`config.mk`:
```
export PLATFORM = sky130hd
export DESIGN_NAME = monitor_semaforo
export DESIGN_NICKNAME = d
export VERILOG_FILES = /design/src/rtl/semaforo_pkg.sv /design/src/rtl/contador_fase.sv /design/src/rtl/monitor_semaforo.sv
export SDC_FILE = /design/constraint.sdc
export NUM_CORES = 1
export LEC_CHECK = 0
export ABC_AREA = 1
export CAP_MARGIN = 20
export CORE_MARGIN = 5
export CORE_UTILIZATION = 46
export CTS_BUF_LIST = sky130_fd_sc_hd__clkbuf_16
export CTS_CLUSTER_DIAMETER = 40
export DETAILED_ROUTE_END_ITERATION = 7
export PLACE_DENSITY = 0.78
export RECOVER_POWER = 25
export SYNTH_ARGS = -nofsm -noshare
export SYNTH_HDL_FRONTEND = slang
export SYNTH_SLANG_ARGS = --single-unit
export TNS_END_PERCENT = 30
```
`constraint.sdc`:
```
create_clock -name clk -period 1.9 [get_ports clk]
set_clock_uncertainty 0.1 [all_clocks]
set_input_delay 0.19 -clock clk [delete_from_list [all_inputs] [get_ports clk]]
set_output_delay 0.19 -clock clk [all_outputs]
set_load 0.01 [all_outputs]
```
`src/rtl/semaforo_pkg.sv`:
```
// Phase codes and FSM encoding shared by the traffic-light controller and its monitor.
package semaforo_pkg;

  localparam logic [2:0] ROJO          = 3'd0;
  localparam logic [2:0] ROJO_AMARILLO = 3'd1;
  localparam logic [2:0] VERDE         = 3'd2;
  localparam logic [2:0] AMARILLO      = 3'd3;
  localparam logic [2:0] APAGADO       = 3'd4;
  localparam logic [2:0] ILEGAL        = 3'd7;

  typedef enum logic {
    StEspera      = 1'b0,
    StSeguimiento = 1'b1
  } estado_t;

  // Lamp vector is {rojo, amarillo, verde}.
  function automatic logic [2:0] decodificar(input logic [2:0] rav);
    logic [2:0] cod;
    case (rav)
      3'b100:  cod = ROJO;
      3'b110:  cod = ROJO_AMARILLO;
      3'b001:  cod = VERDE;
      3'b010:  cod = AMARILLO;
      3'b000:  cod = APAGADO;
      default: cod = ILEGAL;
    endcase
    return cod;
  endfunction

  // Only legal successor of each lit phase; ILEGAL means no legal successor exists.
  function automatic logic [2:0] siguiente(input logic [2:0] cod);
    logic [2:0] sig;
    case (cod)
      ROJO:          sig = ROJO_AMARILLO;
      ROJO_AMARILLO: sig = VERDE;
      VERDE:         sig = AMARILLO;
      AMARILLO:      sig = ROJO;
      default:       sig = ILEGAL;
    endcase
    return sig;
  endfunction

endpackage

```
`src/rtl/contador_fase.sv`:
```
// Saturating dwell counter: loads 1 when a new phase starts, then counts held cycles.
module contador_fase (
  input  logic        clk,
  input  logic        rst,
  input  logic        reiniciar,
  input  logic        habilitar,
  output logic [23:0] cuenta
);

  always_ff @(posedge clk or posedge rst) begin
    if (rst) begin
      cuenta <= '0;
    end else if (reiniciar) begin
      cuenta <= 24'd1;
    end else if (habilitar && (cuenta != 24'hFFFFFF)) begin
      cuenta <= cuenta + 24'd1;
    end
  end

endmodule

```
`src/rtl/monitor_semaforo.sv`:
```
// Traffic-light sequence monitor: decodes lamps, tracks R->RA->V->A->R, flags sticky errors.
// Phase-duration checking is built only when MONITOR_SEMAFORO_DURACION_EN is defined.
module monitor_semaforo
  import semaforo_pkg::*;
#(
  parameter logic [23:0] DIVISOR    = 24'd500000,
  parameter logic [23:0] TOLERANCIA = 24'd2
) (
  input  logic        clk,
  input  logic        rst,
  input  logic        rojo,
  input  logic        amarillo,
  input  logic        verde,
  input  logic        borrar_errores,
  output logic [2:0]  fase,
  output logic        fase_valida,
  output logic        error_codigo,
  output logic        error_secuencia,
  output logic        error_duracion,
  output logic [15:0] ciclos_completos,
  output logic [23:0] duracion_ultima
);

  estado_t     estado_q;
  logic [2:0]  lamp_q;
  logic [2:0]  prev_q;
  logic        err_cod_q;
  logic        err_sec_q;
  logic [15:0] ciclos_q;

  logic [2:0]  cod;
  logic        cambio;
  logic        seguimiento;
  logic        cambio_legal;
  logic        error_seq;
  logic        fin_ciclo;

  assign cod          = decodificar(lamp_q);
  assign cambio       = (cod != prev_q);
  assign seguimiento  = (estado_q == StSeguimiento);
  assign cambio_legal = seguimiento && cambio && (cod != ILEGAL) && (cod == siguiente(prev_q));
  // ILEGAL is reported as a code error only, never as a sequence error.
  assign error_seq    = seguimiento && cambio && (cod != ILEGAL) && !cambio_legal;
  assign fin_ciclo    = cambio_legal && (prev_q == AMARILLO);

  always_ff @(posedge clk or posedge rst) begin
    if (rst) begin
      estado_q  <= StEspera;
      lamp_q    <= 3'b000;
      prev_q    <= APAGADO;
      err_cod_q <= 1'b0;
      err_sec_q <= 1'b0;
      ciclos_q  <= '0;
    end else begin
      lamp_q    <= {rojo, amarillo, verde};
      prev_q    <= cod;
      err_cod_q <= (err_cod_q & ~borrar_errores) | (cod == ILEGAL);
      err_sec_q <= (err_sec_q & ~borrar_errores) | error_seq;
      if (fin_ciclo) begin
        ciclos_q <= ciclos_q + 16'd1;
      end
      case (estado_q)
        StEspera: begin
          if (cambio && (cod == ROJO)) begin
            estado_q <= StSeguimiento;
          end
        end
        StSeguimiento: begin
          if ((cod == ILEGAL) || error_seq) begin
            estado_q <= StEspera;
          end
        end
        default: estado_q <= StEspera;
      endcase
    end
  end

  assign fase             = cod;
  assign fase_valida      = seguimiento;
  assign error_codigo     = err_cod_q;
  assign error_secuencia  = err_sec_q;
  assign ciclos_completos = ciclos_q;

`ifdef MONITOR_SEMAFORO_DURACION_EN
  localparam logic [24:0] LimSup = {1'b0, DIVISOR} + {1'b0, TOLERANCIA};
  localparam logic [24:0] LimInf = (DIVISOR > TOLERANCIA) ? {1'b0, DIVISOR - TOLERANCIA} : '0;

  logic [23:0] cuenta;
  logic [23:0] dur_q;
  logic        medir_q;
  logic        err_dur_q;
  logic        fuera_rango;
  logic        excede;

  contador_fase u_contador (
    .clk       (clk),
    .rst       (rst),
    .reiniciar (cambio),
    .habilitar (1'b1),
    .cuenta    (cuenta)
  );

  assign fuera_rango = ({1'b0, cuenta} < LimInf) || ({1'b0, cuenta} > LimSup);
  // Held phase about to step past the upper limit: catches a stuck lamp early.
  assign excede = seguimiento && medir_q && !cambio && (LimSup < 25'hFFFFFF) &&
                  ({1'b0, cuenta} == LimSup);

  always_ff @(posedge clk or posedge rst) begin
    if (rst) begin
      medir_q   <= 1'b0;
      dur_q     <= '0;
      err_dur_q <= 1'b0;
    end else begin
      err_dur_q <= (err_dur_q & ~borrar_errores) | (cambio_legal && medir_q && fuera_rango) |
                   excede;
      if (cambio_legal) begin
        dur_q   <= cuenta;
        medir_q <= 1'b1;
      end else if (!seguimiento || cambio) begin
        medir_q <= 1'b0;
      end
    end
  end

  assign duracion_ultima = dur_q;
  assign error_duracion  = err_dur_q;
`else
  // Timing parameters only matter when duration checking is built in.
  logic unused_param;
  assign unused_param    = ^{DIVISOR, TOLERANCIA};
  assign duracion_ultima = '0;
  assign error_duracion  = 1'b0;
`endif

endmodule
```
==> results.toml <==
[grt]
grt_pass1_wl_um = 5595
antenna_found_initial = 0
gr-total-overflow = 0
grt_pass1_vias = 1224
grt_max_degree = 26
track_usage = 0.1366

[floorplanning]
start_util = 0.4879
core_um2 = 3416
dieArea_um2 = 4927
fp.dieW_um = 70.19
num_io_pins = 53
fp.dieH_um = 70.19
core.rowCount = 21

[timing]
tightest_slew_ns = 0.6192
hold_viol = 0
setup_ws_ns = 0.07457
setup_violations = 0
fin_crit_ns = 1.825
rsz0062_at_grt = "true"
fmax_ghz = 0.5478
drv_slew = 0
relSlewSlack = 0.5872
finalCritPeriodShare = 0.9608

[drt]
vias = 1390
wl_per_cell_um = 11.95
ant_nets = 0
via_per_inst = 4.760
drc_errors = 0
wl_um = 3488
first_pass_iters = 4
first_iter_violations = 47

[job]
cap_viol_max_count = 0

[synth]
muxShareOfSynthArea = 0
yosysWarnings = 0
synth_compound_area_frac = 0.06231
synth_cell_types = 24
syn-cell-area_um2 = 1667
synth-simple-area-share = 0.3093
synth_area_per_cell_um2 = 7.680
synthAdderAreaFrac = 0.007508
synth_top_family_by_area = "simple AND/OR/NAND/NOR gates"
synthCells = 217
ys_ff_latch = 25
synth_xor_area_frac = 0.06832
seq_area_frac_synth = 0.3761

[placement]
hpwl_um = 2402
globalplace.congestion = 0.8060
place_area_um2 = 1877
place_ws_ns = 0.1064
io_buffers = 27
placedCellCount = 287

[cells_and_area]
fin_cells = 292
nets = 254
fin_area_um2 = 1984
drive_gt1_frac = 0.1138
num_antenna_cells = 0
area_growth_pct = 19.07
post-route-util = 0.5810

[cts]
cts_root_buffer = "clkbuf_16"
clk_pin_slew_ns = 0.07
cts_made_buffers = 3
cts_buffer_depth = 2
clk_latency_ns = 0.26
cts.sinks = 25
cts_setup_buffers = 0
holdBufCountCts = 0
cts_tree = "yes"
h-tree-depth = 1

[outcome]
status = "completed"

[pwr]
p_per_area_nw_per_um2 = 619.0
peakVddDrop_mv = 0.4339
p_leak_nw = 1.002
p_total_mw = 1.228

[setup_path]
endpoint_kind = "primary output"
crit_chain = "inv_2 -> nand2_2 -> nand2_2 -> clkdlybuf4s50_1"
path_delay_family = "buffers and inverters"
cp-start-kind = "flip-flop"
cp_max_fo = 5
cpMostUsedCell = "nand2_2"
worst_path_max_delay_cell = "clkdlybuf4s50_1"
worst_ep_required_time_ns = 1.61
cp_num_buf_inv = 2
cpPeakStageDelay_ns = 0.54
path_class = "reg2out"
worstPathArrival_ns = 1.54

[min_path]
worstHoldPathType = "in2reg"
-- report_power, final --
part           switching, mW  internal [mW]
clock network          0.187          0.284
registers             0.0211          0.552
logic                  0.119         0.0652
-- cells by family after synthesis --
kind of cell / Yosys count
adders and majority gates: 1
AOI/OAI and AO/OA: 20
and+or+nand+nor: 109
buffers and inverters: 48
other: 1
DFF: 25
xor gates and xnor gates: 13
-- synth_stat cells (all sizes together) --
cell | n | area share
nand3 | 16 | 0.056
nor3 | 4 | 0.012
inv | 20 | 0.045
buf | 28 | 0.13
nand2 | 70 | 0.18
xnor2 | 4 | 0.021
conb | 1 | 0.0023
nor2 | 17 | 0.051
dfrtp | 24 | 0.36
ha | 1 | 0.0075
dfstp | 1 | 0.016
xor2 | 9 | 0.047
o21ai | 20 | 0.062
nand4 | 2 | 0.0075
-- path summary, 6_finish.rpt --
| kind | startpoint | to | slack (ns) | cells past startpoint |
|---|---|---|---|---|
| setup reg to reg | lamp_q[0]$_DFF_PP0_ | ciclos_completos[11]$_DFFE_PP0P_ | 0.09 | 9 |
| hold / removal | amarillo | lamp_q[1]$_DFF_PP0_ | 0.38 | 1 |
| setup / recovery | lamp_q[2]$_DFF_PP0_ | fase[1] | 0.07 | 4 |
| min in group asynchronous | rst | ciclos_completos[6]$_DFFE_PP0P_ | 0.42 | 3 |
| max in group asynchronous | rst | ciclos_completos[13]$_DFFE_PP0P_ | 0.87 | 3 |
| hold reg to reg | ciclos_completos[14]$_DFFE_PP0P_ | ciclos_completos[14]$_DFFE_PP0P_ | 0.43 | 2 |
-- per-stage QoR --
step,hold WS [ns],setup TNS [ns]
CTS,0.1917,0
global placement,0.4048,0
detailed placement,0.4148,0
finish,0.3821,0
floorplan,0.1166,0
global route,0.3826,-0.01849
-- layout by cell type, fill, tap and decap left out, drive strengths merged --
cell type / n
nand2: 70
conb: 25
dfrtp: 24
clkdlybuf4s50: 22
inv: 20
o21ai: 20
nor2: 18
nand3: 16
xor2: 9
xnor2: 4
nor3: 4
dlygate4sd3: 4
clkbuf: 4
nand4: 2
ha: 1
clkinv: 1
dlymetal6s2s: 1
dfstp: 1
-- per-layer routing --
layer	routed length, um	global-route usage	vias to the layer above	part of all wire
li1	-	-	693	-
met1	1532	0.1723	641	0.44
met2	1674	0.2392	52	0.48
met3	233	0.01865	4	0.067
met4	47	0.04468	0	0.013
met5	0	0	-	0
-- what timing repair did --
action,4_1_cts,5_1_grt
resized for setup,0,4
endpoints found under the setup margin,0,13
hold endpoints to repair,0,0
-- state kept, by name, indices dropped and copies added, names as in the netlist --
register          count
ciclos_completos     16
lamp_q                3
prev_q                3
error_codigo          1
error_secuencia       1
fase_valida           1
-- layout make-up --
type	count	area, um^2
inverter	20	75.07
multi-input combinational	169	867.1
clock inverter	1	5.005
sequential	25	626.9
timing repair buffer	28	277.8
fill	313	1431
tap	46	57.56
clock buffer	3	75.07
No activity file was read; power rests on OpenSTA's default activity.
